### config.mk
export PLATFORM = sky130hd
export DESIGN_NAME = wishbone_arbiter
export DESIGN_NICKNAME = d
export VERILOG_FILES = /design/src/rtl/wishbone_arbiter.sv
export SDC_FILE = /design/constraint.sdc
export NUM_CORES = 1
export LEC_CHECK = 0
export CAP_MARGIN = 0
export CORE_AREA = 10 10 110 112
export CTS_CLUSTER_DIAMETER = 150
export DETAILED_ROUTE_END_ITERATION = 16
export DIE_AREA = 0 0 120 122
export HOLD_SLACK_MARGIN = 0.03
export PLACE_DENSITY = 0.7
export SYNTH_ARGS = -nofsm -noshare
export SYNTH_HDL_FRONTEND = slang
export SYNTH_SLANG_ARGS = --single-unit
### constraint.sdc
create_clock -name clk -period 3.5 [get_ports clk]
set_input_delay 0.525 -clock clk [delete_from_list [all_inputs] [get_ports clk]]
set_output_delay 0.525 -clock clk [all_outputs]
set_load 0.005 [all_outputs]
### src/rtl/wishbone_arbiter.sv
// Round-robin Wishbone B4 classic arbiter: N masters onto one slave port, ownership held
// while the owner keeps cyc asserted, with a watchdog that aborts stalled strobes with err.
module wishbone_arbiter #(
    parameter int NUM_MASTERS = 2,
    parameter int TIMEOUT     = 1024
) (
    input  logic                          clk,
    input  logic                          rst,
    input  logic [NUM_MASTERS-1:0]        m_cyc,
    input  logic [NUM_MASTERS-1:0]        m_stb,
    input  logic [NUM_MASTERS-1:0]        m_we,
    input  logic [NUM_MASTERS-1:0][31:0]  m_adr,
    input  logic [NUM_MASTERS-1:0][3:0]   m_sel,
    input  logic [NUM_MASTERS-1:0][31:0]  m_dat_w,
    input  logic [NUM_MASTERS-1:0][2:0]   m_cti,
    input  logic [NUM_MASTERS-1:0][1:0]   m_bte,
    output logic [NUM_MASTERS-1:0]        m_ack,
    output logic [NUM_MASTERS-1:0]        m_err,
    output logic [31:0]                   m_dat_r,
    output logic                          s_cyc,
    output logic                          s_stb,
    output logic                          s_we,
    output logic [31:0]                   s_adr,
    output logic [3:0]                    s_sel,
    output logic [31:0]                   s_dat_w,
    output logic [2:0]                    s_cti,
    output logic [1:0]                    s_bte,
    input  logic                          s_ack,
    input  logic                          s_err,
    input  logic [31:0]                   s_dat_r,
    output logic [NUM_MASTERS-1:0]        grant
);

    localparam int IDX_W = $clog2(NUM_MASTERS);
    localparam int WD_W  = (TIMEOUT > 1) ? $clog2(TIMEOUT) : 1;
    localparam logic [WD_W-1:0]  WD_LAST = (TIMEOUT > 0) ? WD_W'(TIMEOUT - 1) : '0;
    localparam logic [IDX_W:0]   NM      = (IDX_W + 1)'(NUM_MASTERS);

    typedef enum logic [1:0] {IDLE, GRANTED, ABORT} state_t;

    state_t                 state, state_nxt;
    logic [NUM_MASTERS-1:0] grant_nxt;
    logic [IDX_W-1:0]       gidx, gidx_nxt;
    logic [IDX_W-1:0]       last_grant, last_grant_nxt;
    logic [WD_W-1:0]        wd, wd_nxt;
    logic                   req_found;
    logic [IDX_W-1:0]       req_idx;
    logic [IDX_W:0]         cand;

    // Round-robin search starting just above the previous owner.
    always_comb begin
        req_found = 1'b0;
        req_idx   = '0;
        cand      = '0;
        for (int i = 1; i <= NUM_MASTERS; i++) begin
            cand = {1'b0, last_grant} + (IDX_W + 1)'(i);
            if (cand >= NM)
                cand = cand - NM;
            if (!req_found && m_cyc[cand[IDX_W-1:0]]) begin
                req_found = 1'b1;
                req_idx   = cand[IDX_W-1:0];
            end
        end
    end

    always_comb begin
        state_nxt      = state;
        grant_nxt      = grant;
        gidx_nxt       = gidx;
        last_grant_nxt = last_grant;
        wd_nxt         = '0;
        case (state)
            IDLE: begin
                if (req_found) begin
                    state_nxt      = GRANTED;
                    gidx_nxt       = req_idx;
                    last_grant_nxt = req_idx;
                    grant_nxt      = '0;
                    grant_nxt[req_idx] = 1'b1;
                end
            end
            GRANTED: begin
                if (!m_cyc[gidx]) begin
                    state_nxt = IDLE;
                    grant_nxt = '0;
                end else if (TIMEOUT > 0 && m_stb[gidx] && !s_ack && !s_err) begin
                    if (wd == WD_LAST)
                        state_nxt = ABORT;
                    else
                        wd_nxt = wd + 1'b1;
                end
            end
            ABORT: begin
                state_nxt = IDLE;
                grant_nxt = '0;
            end
            default: begin
                state_nxt = IDLE;
                grant_nxt = '0;
            end
        endcase
    end

    always_ff @(posedge clk) begin
        if (rst) begin
            state      <= IDLE;
            grant      <= '0;
            gidx       <= '0;
            last_grant <= IDX_W'(NUM_MASTERS - 1);
            wd         <= '0;
        end else begin
            state      <= state_nxt;
            grant      <= grant_nxt;
            gidx       <= gidx_nxt;
            last_grant <= last_grant_nxt;
            wd         <= wd_nxt;
        end
    end

    // Slave port mirrors the owner; only cyc/stb are qualified by state.
    always_comb begin
        s_cyc   = (state == GRANTED) && m_cyc[gidx];
        s_stb   = (state == GRANTED) && m_stb[gidx];
        s_we    = m_we[gidx];
        s_adr   = m_adr[gidx];
        s_sel   = m_sel[gidx];
        s_dat_w = m_dat_w[gidx];
        s_cti   = m_cti[gidx];
        s_bte   = m_bte[gidx];
    end

    always_comb begin
        m_ack = '0;
        m_err = '0;
        if (state == GRANTED) begin
            m_ack[gidx] = s_ack;
            m_err[gidx] = s_err;
        end else if (state == ABORT) begin
            m_err[gidx] = 1'b1;
        end
    end

    assign m_dat_r = s_dat_r;

endmodule
## Word level (Yosys, flattened, before mapping)

Index checks and enable logic that the tools add are counted.

- Register bits after elaboration: 16

- Add/subtract/negate cells: 5
- Order comparisons: 8
- Eq/ne operators: 7
- Mux-type cells: 41
- Bitwise logic cells: 5
- Reductions and logical operators: 15

Operators by type and width:

| operator | count |
|---|---|
| $mux 32 | 4 |
| $mux 2 | 11 |
| $mux 1 | 18 |
| $add 10x1->10 const B | 1 |
| $eq 10x10->1 const B | 1 |
| $lt 1x2->1 const B | 4 |
| $mux 4 | 2 |
| $pmux 2 s2 | 2 |
| $logic_and 1x1->1 | 7 |
| $mux 3 | 2 |
| $ne 3x3->1 const B | 2 |
| $reduce_or 5->1 | 1 |
| $and 2x2->2 | 2 |
| $ge 2x2->1 const B | 2 |
| $ne 2x2->1 const B | 2 |
| $reduce_and 2->1 | 2 |
| $logic_not 1->1 | 3 |
| $not 1->1 | 3 |
| $reduce_and 3->1 | 1 |
| $add 1x1->2 const B | 1 |
| $add 1x2->2 const B | 1 |
| $demux 1 s1 | 2 |
| $eq 2x1->1 const B | 1 |
| $eq 2x2->1 const B | 1 |
| 3 further kinds | 5 |

## Logic depth before layout (Yosys ltp)

Gate-level depths: netlist (run 1).

- Depth in word-level cells: 15
- Depth in mapped cells: 5
- Depth with buffers taken out: 5

## Least setup slack after synthesis (run 1)

OpenSTA, ideal clock, no wires.

- Kind: reg2out
- Start point: register gidx
- End point: output s_bte[0]
- Arrival time: 1.309 ns
- Required time: 2.975 ns
- Slack: 1.666 ns
- Cell stages (with the launch flop): 5
- Cells stage by stage: dfxtp_1 > buf_4 > buf_2 > buf_1 > mux2_2

- Word-level cells in the longest chain between the ends: 2

RTL lines:

| what | RTL line | source |
|---|---|---|
| start, declared | 43 | `logic [IDX_W-1:0] gidx, gidx_nxt;` |
| start signal, assigned | 114 | `gidx <= gidx_nxt;` |
| $mux 2 (implied by the code) (2 in a row) | 129 | `s_bte = m_bte[gidx];` |
| end, declared | 27 | `output logic [1:0] s_bte,` |

Every way passes these cells. The select of a mux whose other input is x is not followed.

## Worst setup path in the final report (run 1)

- Start point: register gidx
- End point: output s_dat_w[12]

- Word-level cells in the longest chain between the ends: 2

RTL lines:

| what | RTL line | source |
|---|---|---|
| $mux 32 (implied by the code) (2 in a row) | 127 | `s_dat_w = m_dat_w[gidx];` |
| end, declared | 25 | `output logic [31:0] s_dat_w,` |

Every way passes these cells. The select of a mux whose other input is x is not followed.

==> impl_metrics.py, run 1 <==
metrics = {
    "cells_and_area": {
        "insertedDiodeCount": 0,
        "nets": 593,
        "final_area_um2": 4180,
        "fillers": 1016,
        "area_delta_synth_final_pct": 127,
        "drive_gt1_share_pct": 20.3,
    },
    "clock_network": {
        "htree_levels": 1,
        "postCtsHoldBufs": 0,
        "ctsLongestPathBuffers": 2,
        "cts_tree": "built",
        "cts_buffers": 3,
        "cts.sinks": 16,
        "cts_resized": 0,
        "cts_setup_buffers": 0,
        "cts_root_buf": "clkbuf_8",
        "clk_latency_ps": 250,
        "path_clk_slew_ps": 60,
    },
    "timing": {
        "worstMarginPinSlew_ps": 462,
        "setup_ws_ps": 895,
        "rsz0062_at_grt": "false",
        "tns_ps": 0,
        "slew_headroom_pct": 69.2,
        "final_max_slew_viol_count": 0,
        "finClkSkew_ps": 6.74,
        "fmax_mhz": 384,
        "finalCritPeriodShare_pct": 74.4,
        "hold_violations": 0,
        "period_minus_slack_ps": 2600,
        "setup_viol": 0,
    },
    "logic_synthesis": {
        "synth_edf_count": 0,
        "synth_common_cells": "mux2_2, buf_4, nor2_1",
        "synth_nets": 389,
        "async_reset_ff_share_pct": 0,
        "synth_top_area_cell": "mux2_2",
        "ys_seq_area_share_pct": 17.4,
        "synthCells": 200,
        "yosys_warnings": 0,
        "ys_types": 28,
        "synthTopCellsByArea": "mux2_2, dfxtp_1, buf_4",
        "synth_area_per_cell_um2": 9.22,
        "yosys.area.top_type_share_pct": 45.2,
        "synthFlopType": "dfxtp_1",
        "netlist_area_um2": 1840,
        "synth.most_common_cell": "mux2_2",
        "ys_ff_latch": 16,
    },
    "route": {
        "dr.pass1.iters": 4,
        "wl_per_cell_um": 23.5,
        "drtAntennaViolNets": 0,
        "drc_errors": 0,
        "routed_wl_mm": 12.7,
        "vias": 2273,
        "drtIter0Drc": 112,
        "viasPerCell": 4.22,
    },
    "floorplan": {
        "die_h_um": 122,
        "core-area_um2": 10000,
        "start_util_pct": 18.4,
        "dieArea_um2": 14600,
        "ios": 302,
        "rows": 37,
        "die_w_um": 120,
    },
    "global_route": {
        "gr-usage-all-layers_pct": 15.6,
        "gr-total-overflow": 0,
        "grt_max_degree": 37,
        "antenna_found_initial": 0,
        "grt_pass1_wl_mm": 17.3,
        "grt_pass1_vias": 2448,
    },
    "placed_design": {
        "post-place-ws_ps": 1060,
        "hpwl_mm": 11.1,
        "dpl_cell_area_um2": 4130,
        "io_buffers": 237,
        "globalplace.congestion": 0.836,
    },
    "run_status": {
        "status": "completed",
    },
    "setup_path": {
        "crit_path_end_kind": "output pin",
        "required_ps": 2970,
        "cp_max_fo": 36,
        "critPathLaunchType": "register",
        "arrival_ps": 2080,
        "path_class": "register to output pin",
    },
    "job": {
        "maxCapViolations": 0,
    },
    "power": {
        "p_leak_nw": 1.50,
        "p_per_area_nw_per_um2": 210,
        "peakVddDrop_mv": 0.187,
    },
    "min_path": {
        "hp-class": "register to register",
    },
}
-- metal layers --
layer	track usage [%]	wire, um	part of all wire (%)	vias to the layer above
met2	25.2	5940	47	157
met5	0	0	0	-
met3	8.88	1560	12	16
met1	18.1	5050	40	1021
li1	-	-	-	1079
met4	2.26	114	0.90	0
-- registers in the layout, indices dropped and copies added, names as in the netlist --
| register | count |
|---|---|
| wd | 10 |
| grant | 2 |
| state | 2 |
| gidx | 1 |
| last_grant | 1 |
-- power breakdown --
group	leakage, nW	internal [mW]	switching, mW
sequential	0.131	0.188	0.0159
combinational	1.34	0.378	0.152
clock	0.0228	0.0806	0.0608
total	1.50	0.647	0.229
-- per-stage QoR --
step                total power [mW]  util, %  std cells  hold WS [ps]
floorplan                      0.381        -        200           426
global placement               0.742     41.2        535           441
finish                         0.876     41.6        539           466
detailed placement             0.740     41.2        535           456
CTS                            0.888     41.6        539           469
global route                   0.926     41.6        539           503
-- path summary, 6_finish.rpt --
check                           cells past startpoint           to  start  slack [ps]
worst max-delay path                                3  s_dat_w[12]   gidx         900
worst min-delay path                                1        wd[0]  wd[0]         470
worst max register to register                      4        wd[6]   gidx        1550
worst min register to register                      1        wd[0]  wd[0]         470
-- critical path, cell delays in order, from the launching register on --
cell             delay (ps)
dfxtp_4                 630
buf_4                   330
mux2_2                  380
clkdlybuf4s50_1         480
-- layout by cell type (no fill, tap or decap), types with 2 or more instances in the layout --
cell / n
a211o_1: 2
a21oi_1: 4
and3_1: 2
and4_1: 2
buf_4: 3
clkbuf_8: 3
clkdlybuf4s50_1: 237
dfxtp_1: 15
inv_1: 2
mux2_2: 74
mux2i_1: 2
nand2_1: 7
nand2b_1: 2
nand3_1: 5
nand3b_1: 3
nand4_1: 2
nor2_1: 17
nor2b_1: 2
o21ai_0: 2
or3_1: 2
xnor2_1: 2
xor2_1: 6
-- layout make-up --
cell class	instances	area (um^2)	share of cell area (%)
tap	136	170	4.07
inverter	2	7.51	0.180
clock buffer	4	45.0	1.08
sequential	16	324	7.75
multi-input combinational	141	1240	29.6
timing repair buffer	240	2390	57.3
-- cell families (layout without fill, tap and decap cells) --
kind of cell / Yosys count / after routing / synth area share (%)
AND/OR/NAND/NOR: 47 / 47 / 13.3
buffers and inverters: 43 / 246 / 15.5
flip-flops: 16 / 16 / 17.4
adder cells (fa/ha/maj): 1 / 1 / 0.678
AO/OA/AOI/OAI: 9 / 9 / 3.05
multiplexers: 76 / 76 / 46.3
XOR/XNOR: 8 / 8 / 3.80
Note: power is estimated with default switching activity, not from simulation.
==> run 2: changes to the inputs <==
Settings changed: CORE_AREA 10 10 110 112 to 10 10 109 111, DIE_AREA 0 0 120 122 to 0 0 119 121, PLACE_DENSITY 0.7 to 0.71.
Clock period 3.5 ns to 2.6 ns, I/O delays scaled along.
==> run 2 against run 1 <==
Net effect:
- worst hold slack worse by 6.0 ps
- sequential cell count unchanged
- count of clock-buffer cells in the layout unchanged
- final cell count down 0.37%
- power up 38%
- register-to-register slack worse by 920 ps
- sequential share of layout area about the same
- sequential power up 32%
- critical path type unchanged
- largest power group unchanged
==> impl_metrics.py, run 2 (same netlist as run 1, synthesis figures left out) <==
metrics = {
    "setup_path": {
        "critPathLaunchType": "register",
        "crit_end": "s_cyc",
        "crit_family": "buffers and inverters",
        "required_ps": 2210,
        "r2r-start": "gidx",
        "arrival_ps": 1970,
        "timing.rr.end": "wd[3]",
        "crit_buf_inv": 2,
        "cp_max_fo": 35,
        "path_class": "register to output pin",
        "cp_slowest_cell": "dfxtp_4",
        "crit_path_max_incr_delay_ps": 560,
        "reg2reg_slack_ps": 630,
        "crit_chain": "buf_12, mux2i_1, nor2_1, clkdlybuf4s50_1",
        "crit_cells": 4,
        "crit_path_end_kind": "output pin",
        "crit_start": "gidx",
        "reg2reg_depth": 5,
    },
    "global_route": {
        "grt_max_degree": 36,
        "antenna_found_initial": 0,
        "gr-usage-all-layers_pct": 15.3,
        "gr-total-overflow": 0,
        "grt_pass1_vias": 2492,
        "grt_pass1_wl_mm": 17.0,
    },
    "job": {
        "maxCapViolations": 0,
    },
    "min_path": {
        "hp-class": "register to register",
    },
    "clock_network": {
        "cts_setup_buffers": 0,
        "cts_buffers": 3,
        "cts_tree": "built",
        "postCtsHoldBufs": 0,
        "ctsLongestPathBuffers": 2,
        "cts_resized": 0,
        "cts_root_buf": "clkbuf_8",
        "path_clk_slew_ps": 70,
        "clk_latency_ps": 250,
        "cts.sinks": 16,
        "htree_levels": 1,
    },
    "route": {
        "drtIter0Drc": 82,
        "drc_errors": 0,
        "vias": 2274,
        "drtAntennaViolNets": 0,
        "dr.pass1.iters": 4,
        "wl_per_cell_um": 22.6,
        "routed_wl_mm": 12.1,
        "viasPerCell": 4.23,
    },
    "timing": {
        "hold_violations": 0,
        "finClkSkew_ps": 7.43,
        "slew_headroom_pct": 76.8,
        "finalCritPeriodShare_pct": 90.8,
        "worstMarginPinSlew_ps": 347,
        "period_minus_slack_ps": 2360,
        "rsz0062_at_grt": "false",
        "tns_ps": 0,
        "final_max_slew_viol_count": 0,
        "setup_viol": 0,
        "fmax_mhz": 424,
    },
    "floorplan": {
        "die_w_um": 119,
        "ios": 302,
        "start_util_pct": 19.1,
        "die_h_um": 121,
        "dieArea_um2": 14400,
        "rows": 36,
        "core-area_um2": 9640,
    },
    "cells_and_area": {
        "area_delta_synth_final_pct": 128,
        "reg_top3": "wd x10, grant x2, state x2",
        "layout_commonest_cell": "clkdlybuf4s50_1",
        "nets": 594,
        "final_area_um2": 4210,
        "drive_gt1_share_pct": 20.8,
        "top_register": "wd",
        "largest_register_ffs": 10,
        "final_cell_mix": "clkdlybuf4s50_1, mux2_2, nor2_1",
        "insertedDiodeCount": 0,
    },
    "placed_design": {
        "hpwl_mm": 10.8,
        "dpl_cell_area_um2": 4150,
        "io_buffers": 237,
        "globalplace.congestion": 0.782,
    },
    "power": {
        "p_per_area_nw_per_um2": 287,
        "p_leak_nw": 1.51,
        "peakVddDrop_mv": 0.292,
    },
    "run_status": {
        "status": "completed",
    },
}
[run 2: cell count changes in the layout (fill, tap and decap cells not counted), sizes merged]
cell,delta
buf,+1
[run 2: through the flow]
step	hold slack [ps]	power, mW	setup slack (ps)	util [%]	cells
6_report	460	1.21	240	43.6	537
5_1_grt	499	1.28	108	43.6	537
4_1_cts	468	1.23	194	43.6	537
3_5_place_dp	449	1.00	407	43.1	533
3_3_place_gp	437	0.998	425	43.1	533
2_1_floorplan	426	0.513	901	-	200
[run 2: worst min-delay path by stage]
stage	start	to	slack (ps)	cells after the start
2_1_floorplan	wd[0]	wd[0]	430	1
3_3_place_gp	wd[0]	wd[0]	440	1
3_5_place_dp	wd[0]	wd[0]	450	1
4_1_cts	wd[0]	wd[0]	470	1
5_1_grt	wd[0]	wd[0]	500	1
6_report	wd[0]	wd[0]	460	1
[run 2: where the power goes]
part / internal [mW] / leakage (nW) / switching [mW]
Clock: 0.134 / 0.0288 / 0.0854
Combinational: 0.514 / 1.35 / 0.204
Sequential: 0.253 / 0.131 / 0.0171
Total: 0.901 / 1.51 / 0.307
[run 2: cell type report]
type	count	area, um^2
Clock buffer	4	55.1
Fill cell	965	5430
Inverter	2	7.51
Multi-Input combinational cell	141	1240
Sequential cell	16	324
Tap cell	133	166
Timing Repair Buffer	241	2410
[run 2: layer usage]
layer	global-route usage [%]	share of wire, %
met1	17.3	39
met2	27.5	52
met3	5.91	8.3
met4	1.76	0.71
met5	1.04	0
[run 2: worst reg2reg max path: stages (launching register included)]
cell and delay (ps):
dfxtp_4 560, buf_12 260, mux2i_1 130, or3_1 380
nand3b_1 370, nor2_1 200
==> run 3: changes to the inputs <==
Settings changed: ABC_CLOCK_PERIOD_IN_PS set to 2600, MAX_ROUTING_LAYER set to met4.
==> run 3 against run 2 <==
Net effect:
- core utilization unchanged
- global-route usage up 0.45 points
- clock skew about the same
- power about the same
- critical path type unchanged
- highest routed layer unchanged
==> impl_metrics.py, run 3 (same netlist as run 1, synthesis figures left out) <==
metrics = {
    "floorplan": {
        "die_h_um": 121,
        "rows": 36,
        "die_w_um": 119,
        "start_util_pct": 19.1,
        "dieArea_um2": 14400,
        "ios": 302,
        "core-area_um2": 9640,
    },
    "route": {
        "wl_per_cell_um": 22.6,
        "vias": 2284,
        "routed_wl_mm": 12.1,
        "dr.pass1.iters": 4,
        "drc_errors": 0,
        "drtAntennaViolNets": 0,
        "drtIter0Drc": 83,
        "viasPerCell": 4.25,
    },
    "global_route": {
        "gr-usage-all-layers_pct": 15.8,
        "grt_max_degree": 36,
        "grt_pass1_vias": 2493,
        "gr-total-overflow": 0,
        "grt_use_met2_pct": 27.7,
        "grt.busiest_layer": "met2",
        "grt_use_met3_pct": 5.35,
        "antenna_found_initial": 0,
        "grt_pass1_wl_mm": 17.0,
        "met1_usage_pct": 17.7,
    },
    "timing": {
        "setup_viol": 0,
        "finalCritPeriodShare_pct": 90.9,
        "fmax_mhz": 423,
        "hold_violations": 0,
        "slew_headroom_pct": 76.8,
        "rsz0062_at_grt": "false",
        "worstMarginPinSlew_ps": 347,
        "finClkSkew_ps": 7.28,
        "period_minus_slack_ps": 2360,
        "fin_hold_ws_ps": 461,
        "final_max_slew_viol_count": 0,
        "tns_ps": 0,
    },
    "clock_network": {
        "postCtsHoldBufs": 0,
        "ctsLongestPathBuffers": 2,
        "cts_setup_buffers": 0,
        "htree_levels": 1,
        "cts_buffers": 3,
        "path_clk_slew_ps": 70,
        "cts.sinks": 16,
        "cts_root_buf": "clkbuf_8",
        "clk_latency_ps": 250,
        "cts_tree": "built",
        "cts_resized": 0,
    },
    "run_status": {
        "status": "completed",
    },
    "setup_path": {
        "required_ps": 2210,
        "path_class": "register to output pin",
        "crit_start": "gidx",
        "reg2reg_depth": 5,
        "crit_end": "s_cyc",
        "reg2reg_slack_ps": 630,
        "r2r-start": "gidx",
        "crit_path_end_kind": "output pin",
        "critPathLaunchType": "register",
        "cp_max_fo": 35,
        "timing.rr.end": "wd[3]",
        "arrival_ps": 1970,
    },
    "power": {
        "p_int_mw": 0.901,
        "power.net_switching_mw": 0.307,
        "p_comb_share_pct": 59.5,
        "p_per_area_nw_per_um2": 287,
        "switching_share_pct": 25.4,
        "clockPowerShare_pct": 18.2,
        "p_leak_nw": 1.51,
        "peakVddDrop_mv": 0.292,
        "seqPwrFrac_pct": 22.3,
    },
    "placed_design": {
        "hpwl_mm": 10.8,
        "dpl_cell_area_um2": 4150,
        "globalplace.congestion": 0.793,
        "io_buffers": 237,
    },
    "cells_and_area": {
        "area_delta_synth_final_pct": 128,
        "final_cell_mix": "clkdlybuf4s50_1, mux2_2, nor2_1",
        "seqCellArea_um2": 324,
        "drive_gt1_share_pct": 20.8,
        "reg_top3": "wd x10, grant x2, state x2",
        "insertedDiodeCount": 0,
        "largest_register_ffs": 10,
        "final_area_um2": 4210,
        "layout_commonest_cell": "clkdlybuf4s50_1",
        "nets": 594,
        "fin_util_pct": 43.6,
        "top_register": "wd",
        "multiInputGateArea_um2": 1240,
        "fillers": 965,
    },
    "job": {
        "maxCapViolations": 0,
    },
    "min_path": {
        "hp-start": "wd[0]",
        "hp-class": "register to register",
    },
}
## run 3: cell counts in the layout (fill, tap and decap cells not counted)
Identical to the previous run, type by type.
## run 3: power by group through the flow
stage	Clock (mW)	Combinational, mW	Sequential [mW]
finish	0.220	0.719	0.270
global route	0.242	0.762	0.272
CTS	0.227	0.733	0.270
detailed placement	0	0.725	0.276
global placement	0	0.722	0.276
floorplan	0	0.250	0.263
## run 3: worst min path at each step
stage	to	slack, ps	cells past startpoint
finish	wd[0]	460	1
global route	wd[0]	500	1
CTS	wd[0]	470	1
detailed placement	wd[0]	450	1
global placement	wd[0]	440	1
floorplan	wd[0]	430	1
## run 3: area by class of cell
cell class | instances | share of cell area, %
Timing Repair Buffer | 241 | 57.4
Multi-Input combinational cell | 141 | 29.4
Sequential cell | 16 | 7.71
Tap cell | 133 | 3.96
Clock buffer | 4 | 1.31
Inverter | 2 | 0.179
## run 3: worst max-delay path: stages (launching register included)
cell             delay, ps
dfxtp_4                560
buf_12                 260
mux2i_1                350
nor2_1                  70
clkdlybuf4s50_1        470
## run 3: routing by layer
metal	wire length, um	vias up
met5	0	-
met4	39	0
met3	883	8
met2	6270	145
met1	4920	1049
li1	-	1082
## run 3: metrics by stage
step / instances / worst slack [ps] / total power, mW
3_3_place_gp: 533 / 425 / 0.998
2_1_floorplan: 200 / 901 / 0.513
6_report: 537 / 238 / 1.21
3_5_place_dp: 533 / 407 / 1.00
5_1_grt: 537 / 106 / 1.28
4_1_cts: 537 / 194 / 1.23
